## config.mk

```make
export PLATFORM = sky130hd
export DESIGN_NAME = sync_fifo_flat
export DESIGN_NICKNAME = d
export VERILOG_FILES = /design/src/rtl/fifo_pkg.sv /design/src/rtl/sync_fifo_if.sv /design/src/rtl/fifo_mem.sv /design/src/rtl/sync_fifo.sv /design/src/flat_wrapper.sv
export SDC_FILE = /design/constraint.sdc
export NUM_CORES = 1
export LEC_CHECK = 0
export CORE_ASPECT_RATIO = 0.7
export CORE_MARGIN = 2
export CORE_UTILIZATION = 50
export DETAILED_ROUTE_END_ITERATION = 8
export GPL_TIMING_DRIVEN = 0
export PLACE_DENSITY = 0.65
export SYNTH_ARGS = -nofsm -noshare
export SYNTH_HDL_FRONTEND = slang
export SYNTH_SLANG_ARGS = --single-unit
```

## constraint.sdc

```tcl
create_clock -name clk -period 2.25 [get_ports clk]
set_input_delay 0.45 -clock clk [delete_from_list [all_inputs] [get_ports clk]]
set_output_delay 0.45 -clock clk [all_outputs]
set_load 0.02 [all_outputs]
```

## src/rtl/fifo_pkg.sv

```systemverilog
// Shared FIFO definitions: read-mode constants and depth helper,
// common to the single- and dual-clock FIFOs.
package fifo_pkg;

   localparam bit FIFO_MODE_STD  = 1'b0;
   localparam bit FIFO_MODE_FWFT = 1'b1;

   function automatic int unsigned fifo_depth(input int unsigned addr_width);
      return 32'd1 << addr_width;
   endfunction

endpackage

```

## src/rtl/sync_fifo_if.sv

```systemverilog
// Producer/consumer bus of the single-clock FIFO.
// The master side is the user, and the slave side is the FIFO.
interface sync_fifo_if #(
   parameter int unsigned DATA_WIDTH = 8,
   parameter int unsigned ADDR_WIDTH = 4
);
   logic                  W_INC;
   logic [DATA_WIDTH-1:0] wr_data;
   logic                  R_INC;
   logic                  CLR_ERR;
   logic [DATA_WIDTH-1:0] rd_data;
   logic                  RD_VALID;
   logic                  FULL;
   logic                  EMPTY;
   logic                  ALMOST_FULL;
   logic                  ALMOST_EMPTY;
   logic [ADDR_WIDTH:0]   COUNT;
   logic                  OVERFLOW;
   logic                  UNDERFLOW;

   modport master (
      output W_INC, wr_data, R_INC, CLR_ERR,
      input  rd_data, RD_VALID, FULL, EMPTY, ALMOST_FULL, ALMOST_EMPTY,
             COUNT, OVERFLOW, UNDERFLOW
   );

   modport slave (
      input  W_INC, wr_data, R_INC, CLR_ERR,
      output rd_data, RD_VALID, FULL, EMPTY, ALMOST_FULL, ALMOST_EMPTY,
             COUNT, OVERFLOW, UNDERFLOW
   );
endinterface

```

## src/rtl/fifo_mem.sv

```systemverilog
// DEPTH x DATA_WIDTH storage with a synchronous write port and an
// asynchronous read port. Contents are not reset.
module fifo_mem
   import fifo_pkg::*;
#(
   parameter int unsigned DATA_WIDTH = 8,
   parameter int unsigned ADDR_WIDTH = 4
) (
   input  logic                  clk,
   input  logic                  i_wr_en,
   input  logic [ADDR_WIDTH-1:0] i_wr_addr,
   input  logic [DATA_WIDTH-1:0] i_wr_data,
   input  logic [ADDR_WIDTH-1:0] i_rd_addr,
   output logic [DATA_WIDTH-1:0] o_rd_data_c
);
   localparam int unsigned DEPTH = fifo_depth(ADDR_WIDTH);

   logic [DATA_WIDTH-1:0] r_mem [DEPTH];

   always_ff @(posedge clk) begin
      if (i_wr_en) r_mem[i_wr_addr] <= i_wr_data;
   end

   assign o_rd_data_c = r_mem[i_rd_addr];

endmodule

```

## src/rtl/sync_fifo.sv

```systemverilog
// Single-clock FIFO with occupancy count, almost-full/almost-empty thresholds,
// sticky overflow/underflow flags, and a standard or first-word-fall-through read mode.
module sync_fifo
   import fifo_pkg::*;
#(
   parameter int unsigned DATA_WIDTH    = 8,
   parameter int unsigned ADDR_WIDTH    = 4,
   parameter int unsigned AFULL_THRESH  = fifo_depth(ADDR_WIDTH) - 2,
   parameter int unsigned AEMPTY_THRESH = 2,
   parameter bit          FWFT          = FIFO_MODE_STD
) (
   input  logic       clk,
   input  logic       rst,
   sync_fifo_if.slave bus
);
   localparam int unsigned DEPTH = fifo_depth(ADDR_WIDTH);
   localparam int unsigned CW    = ADDR_WIDTH + 1;

   if (AFULL_THRESH < 1 || AFULL_THRESH > DEPTH) begin : g_bad_afull
      $fatal(1, "sync_fifo: AFULL_THRESH out of range 1..DEPTH");
   end
   if (AEMPTY_THRESH > DEPTH - 1) begin : g_bad_aempty
      $fatal(1, "sync_fifo: AEMPTY_THRESH out of range 0..DEPTH-1");
   end

   logic [ADDR_WIDTH-1:0] r_wptr;
   logic [ADDR_WIDTH-1:0] r_rptr;
   logic [CW-1:0]         r_count;
   logic                  r_full;
   logic                  r_empty;
   logic                  r_afull;
   logic                  r_aempty;
   logic                  r_ovf;
   logic                  r_unf;

   logic                  w_wr_acc;
   logic                  w_rd_acc;
   logic [CW-1:0]         w_count_nxt;
   logic [DATA_WIDTH-1:0] w_mem_rd;

   // Acceptance looks only at the registered flags, so a same-cycle pop never frees a slot.
   assign w_wr_acc = bus.W_INC && !r_full;
   assign w_rd_acc = bus.R_INC && !r_empty;

   always_comb begin
      w_count_nxt = r_count;
      if (w_wr_acc && !w_rd_acc)      w_count_nxt = r_count + CW'(1);
      else if (!w_wr_acc && w_rd_acc) w_count_nxt = r_count - CW'(1);
   end

   // The flags are computed from the next count, so they stay aligned with COUNT in every cycle.
   always_ff @(posedge clk) begin
      if (rst) begin
         r_wptr   <= '0;
         r_rptr   <= '0;
         r_count  <= '0;
         r_full   <= 1'b0;
         r_empty  <= 1'b1;
         r_afull  <= 1'b0;
         r_aempty <= 1'b1;
         r_ovf    <= 1'b0;
         r_unf    <= 1'b0;
      end else begin
         if (w_wr_acc) r_wptr <= r_wptr + ADDR_WIDTH'(1);
         if (w_rd_acc) r_rptr <= r_rptr + ADDR_WIDTH'(1);
         r_count  <= w_count_nxt;
         r_full   <= (w_count_nxt == CW'(DEPTH));
         r_empty  <= (w_count_nxt == '0);
         r_afull  <= (w_count_nxt >= CW'(AFULL_THRESH));
         r_aempty <= (w_count_nxt <= CW'(AEMPTY_THRESH));
         r_ovf    <= (bus.W_INC && r_full)  || (r_ovf && !bus.CLR_ERR);
         r_unf    <= (bus.R_INC && r_empty) || (r_unf && !bus.CLR_ERR);
      end
   end

   fifo_mem #(
      .DATA_WIDTH (DATA_WIDTH),
      .ADDR_WIDTH (ADDR_WIDTH)
   ) u_mem (
      .clk         (clk),
      .i_wr_en     (w_wr_acc && !rst),
      .i_wr_addr   (r_wptr),
      .i_wr_data   (bus.wr_data),
      .i_rd_addr   (r_rptr),
      .o_rd_data_c (w_mem_rd)
   );

   if (FWFT == FIFO_MODE_FWFT) begin : g_fwft
      // The head word is shown while data is held. Zero is driven when empty to keep the output deterministic.
      assign bus.rd_data  = r_empty ? '0 : w_mem_rd;
      assign bus.RD_VALID = !r_empty;
   end else begin : g_std
      logic [DATA_WIDTH-1:0] r_rd_data;
      logic                  r_rd_valid;

      always_ff @(posedge clk) begin
         if (rst) begin
            r_rd_data  <= '0;
            r_rd_valid <= 1'b0;
         end else begin
            r_rd_valid <= w_rd_acc;
            if (w_rd_acc) r_rd_data <= w_mem_rd;
         end
      end

      assign bus.rd_data  = r_rd_data;
      assign bus.RD_VALID = r_rd_valid;
   end

   assign bus.COUNT        = r_count;
   assign bus.FULL         = r_full;
   assign bus.EMPTY        = r_empty;
   assign bus.ALMOST_FULL  = r_afull;
   assign bus.ALMOST_EMPTY = r_aempty;
   assign bus.OVERFLOW     = r_ovf;
   assign bus.UNDERFLOW    = r_unf;

endmodule

```

## src/flat_wrapper.sv

```systemverilog
// flat-port wrapper written by rule: the top's interface ports become plain ports
module sync_fifo_flat import fifo_pkg::*;
#(
   parameter int unsigned DATA_WIDTH    = 8,
   parameter int unsigned ADDR_WIDTH    = 4,
   parameter int unsigned AFULL_THRESH  = fifo_depth(ADDR_WIDTH) - 2,
   parameter int unsigned AEMPTY_THRESH = 2,
   parameter bit          FWFT          = FIFO_MODE_STD
)
  (clk, rst, bus_W_INC, bus_wr_data, bus_R_INC, bus_CLR_ERR, bus_rd_data, bus_RD_VALID, bus_FULL, bus_EMPTY, bus_ALMOST_FULL, bus_ALMOST_EMPTY, bus_COUNT, bus_OVERFLOW, bus_UNDERFLOW);
  sync_fifo_if #(.DATA_WIDTH(DATA_WIDTH), .ADDR_WIDTH(ADDR_WIDTH)) bus_i ();
  input  logic clk;
  input  logic rst;
  input wire logic [$bits(bus_i.W_INC)-1:0] bus_W_INC;
  input wire logic [$bits(bus_i.wr_data)-1:0] bus_wr_data;
  input wire logic [$bits(bus_i.R_INC)-1:0] bus_R_INC;
  input wire logic [$bits(bus_i.CLR_ERR)-1:0] bus_CLR_ERR;
  output wire logic [$bits(bus_i.rd_data)-1:0] bus_rd_data;
  output wire logic [$bits(bus_i.RD_VALID)-1:0] bus_RD_VALID;
  output wire logic [$bits(bus_i.FULL)-1:0] bus_FULL;
  output wire logic [$bits(bus_i.EMPTY)-1:0] bus_EMPTY;
  output wire logic [$bits(bus_i.ALMOST_FULL)-1:0] bus_ALMOST_FULL;
  output wire logic [$bits(bus_i.ALMOST_EMPTY)-1:0] bus_ALMOST_EMPTY;
  output wire logic [$bits(bus_i.COUNT)-1:0] bus_COUNT;
  output wire logic [$bits(bus_i.OVERFLOW)-1:0] bus_OVERFLOW;
  output wire logic [$bits(bus_i.UNDERFLOW)-1:0] bus_UNDERFLOW;
  assign bus_i.W_INC = bus_W_INC;
  assign bus_i.wr_data = bus_wr_data;
  assign bus_i.R_INC = bus_R_INC;
  assign bus_i.CLR_ERR = bus_CLR_ERR;
  assign bus_rd_data = bus_i.rd_data;
  assign bus_RD_VALID = bus_i.RD_VALID;
  assign bus_FULL = bus_i.FULL;
  assign bus_EMPTY = bus_i.EMPTY;
  assign bus_ALMOST_FULL = bus_i.ALMOST_FULL;
  assign bus_ALMOST_EMPTY = bus_i.ALMOST_EMPTY;
  assign bus_COUNT = bus_i.COUNT;
  assign bus_OVERFLOW = bus_i.OVERFLOW;
  assign bus_UNDERFLOW = bus_i.UNDERFLOW;
  sync_fifo #(.DATA_WIDTH(DATA_WIDTH), .ADDR_WIDTH(ADDR_WIDTH), .AFULL_THRESH(AFULL_THRESH), .AEMPTY_THRESH(AEMPTY_THRESH), .FWFT(FWFT)) u_core (.clk(clk), .rst(rst), .bus(bus_i));
endmodule
```

==> flow_summary.yaml <==
run_status:
  status: "complete, no violations"
synth:
  syn_area_mm2: 0.00619
  synth_edf_count: 128
  avgSynthCellArea_um2: 17.2
  netlist_top_cells_area: "edfxtp_1 (62%), mux4_2 (12%), dfxtp_1 (9.0%), nor2_1 (2.5%), a22oi_1 (2.2%)"
  synthArstFlopShare_pct: 0
  synthFlopType: "edfxtp_1"
  netlist_instances: 360
  syn-num-nets: 380
  ys_seq_area_share_pct: 71.1
  synth_top_cell_area_share_pct: 62.0
  synth_cell_types: 44
  yosys.area.top_type: "edfxtp_1"
  yosysMostFrequentCell: "edfxtp_1"
  yosysWarnings: 0
  synthTopCellsByCount: "edfxtp_1 (128), nor2_1 (41), mux4_2 (32)"
  ys_ff_latch: 156
floorplan:
  initial_core_util_pct: 52.1
  coreArea_mm2: 0.0119
  die_w_um: 137
  dieArea_mm2: 0.0133
  die_h_um: 97.1
  ios: 33
  rows: 33
place:
  place.gp.congestion: 0.884
  dp_slack_ns: -0.352
  dp.final_hpwl_um: 8440
  io_buffers: 32
flow_run:
  cap_violations: 0
timing:
  min_period_ns: 2.14
  setup_viol: 0
  slew_violations: 0
  hold_violations: 0
  clock_skew_ns: 0.00775
  grt_setup_unrepaired: "false"
  period_share_pct: 94.9
  max_slew_margin_pct: 43.3
  setup_ws_ns: 0.115
  fmax_mhz: 468
  tightest_slew_ns: 0.848
  tns_ns: 0
cts:
  cts_tree: "done"
  clock_sinks: 156
  clk_pin_slew_ns: 0.06
  clock_path_buffers: 2
  clkLatencyLatePin_ns: 0.42
  root_buffer: "clkbuf_16"
  cts_setup_buffers: 0
  numCtsBuffers: 17
  h-tree-depth: 4
routing:
  num_vias: 3359
  drc_errors: 0
  ant_nets: 0
  avgRoutedWirePerCell_um: 21.8
  routed_wl_um: 12600
  vias_per_cell: 5.78
  dr.pass1.iters: 4
  drt_iter0_markers: 228
global_route:
  grt_usage_pct: 20.7
  antenna_found_initial: 0
  grt_pass1_wl_um: 19300
  grt_pass1_vias: 3304
  grt.overflow.total: 0
  grt_max_degree: 17
cells_and_area:
  final_nets: 431
  postLayoutCoreUtil_pct: 61.6
  multi_input_area_mm2: 0.00165
  antenna_cells: 0
  fillCellCount: 889
  drive_gt1_share_pct: 21.0
  syn2layout_area_growth_pct: 18.2
  final-seq-area_mm2: 0.00440
critical_path:
  start_kind: "register"
  crit_type: "reg -> reg"
  path_cells: "buf_4 > buf_6 > mux4_2 > a22oi_2 > a21oi_1 > a21oi_1 > nor2_1"
  critPathSlowestCell: "mux4_2"
  worstPathRequired_ns: 2.54
  crit_arrival_ns: 2.43
  path_max_fanout: 10
  max_stage_delay_ns: 0.57
  crit_top_cell: "a21oi_1"
  worstSetupEndpointType: "register"
power_and_ir_drop:
  total_leakage_power_nw: 2.36
  ir_worst_vdd_v: 0.000583
  power_density_mw_per_mm2: 965
hold_path:
  hold_class: "reg -> reg"
cells in the final DEF (no fill, tap or decap), types with 4 or more instances in the layout:
cell type / instances
buf_6: 5
xnor2_1: 5
edfxtp_1: 128
ha_1: 7
a21oi_1: 20
mux4_2: 32
clkbuf_16: 17
clkbuf_1: 4
xor2_1: 4
nor2_1: 41
a22oi_1: 15
clkdlybuf4s50_1: 32
clkinv_4: 5
dfxtp_1: 28
inv_1: 7
nand2_1: 16
cell families (layout without fill, tap and decap cells):
family                   count (synthesis)  count (layout)  synth area share [%]
AO/OA/AOI/OAI                           49              49                  5.57
XOR/XNOR                                 9               9                  1.27
adder cells (fa/ha/maj)                  7               7                  1.41
buffers and inverters                   26              90                  2.54
flip-flops                             156             156                  71.1
multiplexers                            32              32                  11.6
AND/OR/NAND/NOR                         81              81                  6.46
what timing repair did:
action                                  in CTS  in global routing
resized for setup                            1                  5
cloned                                       0                  0
endpoints found under the setup margin       3                  5
hold buffers                                 0                  0
state kept, by name, indices dropped and copies added (netlist names):
| name | flops |
|---|---|
| u_core.u_mem.r_mem | 128 |
| u_core.bus.rd_data | 8 |
| u_core.bus.COUNT | 5 |
| u_core.r_rptr | 4 |
| u_core.r_wptr | 4 |
| u_core.bus.ALMOST_EMPTY | 1 |
| u_core.bus.ALMOST_FULL | 1 |
| u_core.bus.EMPTY | 1 |
| u_core.bus.FULL | 1 |
| u_core.bus.OVERFLOW | 1 |
| u_core.bus.RD_VALID | 1 |
| u_core.bus.UNDERFLOW | 1 |
worst max-delay path: cells and delay by family (launching register included):
family | cells | cell delay (ns)
AO/OA/AOI/OAI | 3 | 0.62
flip-flops | 1 | 0.34
multiplexers | 1 | 0.57
AND/OR/NAND/NOR | 1 | 0.05
buffers and inverters | 2 | 0.42
metal layers:
layer	up-vias	track usage (%)	wire, um
li1	1512	-	-
met1	1742	31.8	6040
met2	90	29.2	5780
met3	15	5.32	622
met4	0	6.11	200
met5	-	0	0
report_power, final:
part           internal, mW  switching, mW  total, mW  leakage, nW
sequential             3.21         0.0593       3.27         1.38
combinational         0.438          0.535      0.973        0.698
clock                  1.66           1.17       2.83        0.283
through the flow:
stage                     hold WS, ns  power, mW  std cells  area (um^2)
after CTS                       0.503       7.10        581         7300
final                           0.495       7.06        581         7320
after global routing            0.526       7.31        581         7320
after detailed placement        0.488       4.29        549         6710
after global placement          0.467       4.27        549         6710
after floorplan                 0.479       3.95        360         6190
area by class of cell:
cell class / count / area share [%]
sequential: 156 / 60.2
multi-input combinational: 178 / 22.5
clock buffer: 18 / 5.86
timing repair buffer: 32 / 4.38
tap: 157 / 2.68
clock inverter: 14 / 2.20
buffer: 19 / 1.85
inverter: 7 / 0.359
worst paths after layout:
| check | to | slack, ns | cells after the start | start |
|---|---|---|---|---|
| worst max-delay path | u_core.bus.rd_data[2] | 0.11 | 7 | u_core.r_rptr[0] |
| worst min register to register | u_core.bus.rd_data[0] | 0.50 | 2 | u_core.bus.rd_data[0] |
| worst max register to register | u_core.bus.rd_data[2] | 0.11 | 7 | u_core.r_rptr[0] |
| worst min-delay path | u_core.bus.rd_data[0] | 0.50 | 2 | u_core.bus.rd_data[0] |
Power figures use the tool's default switching activity.
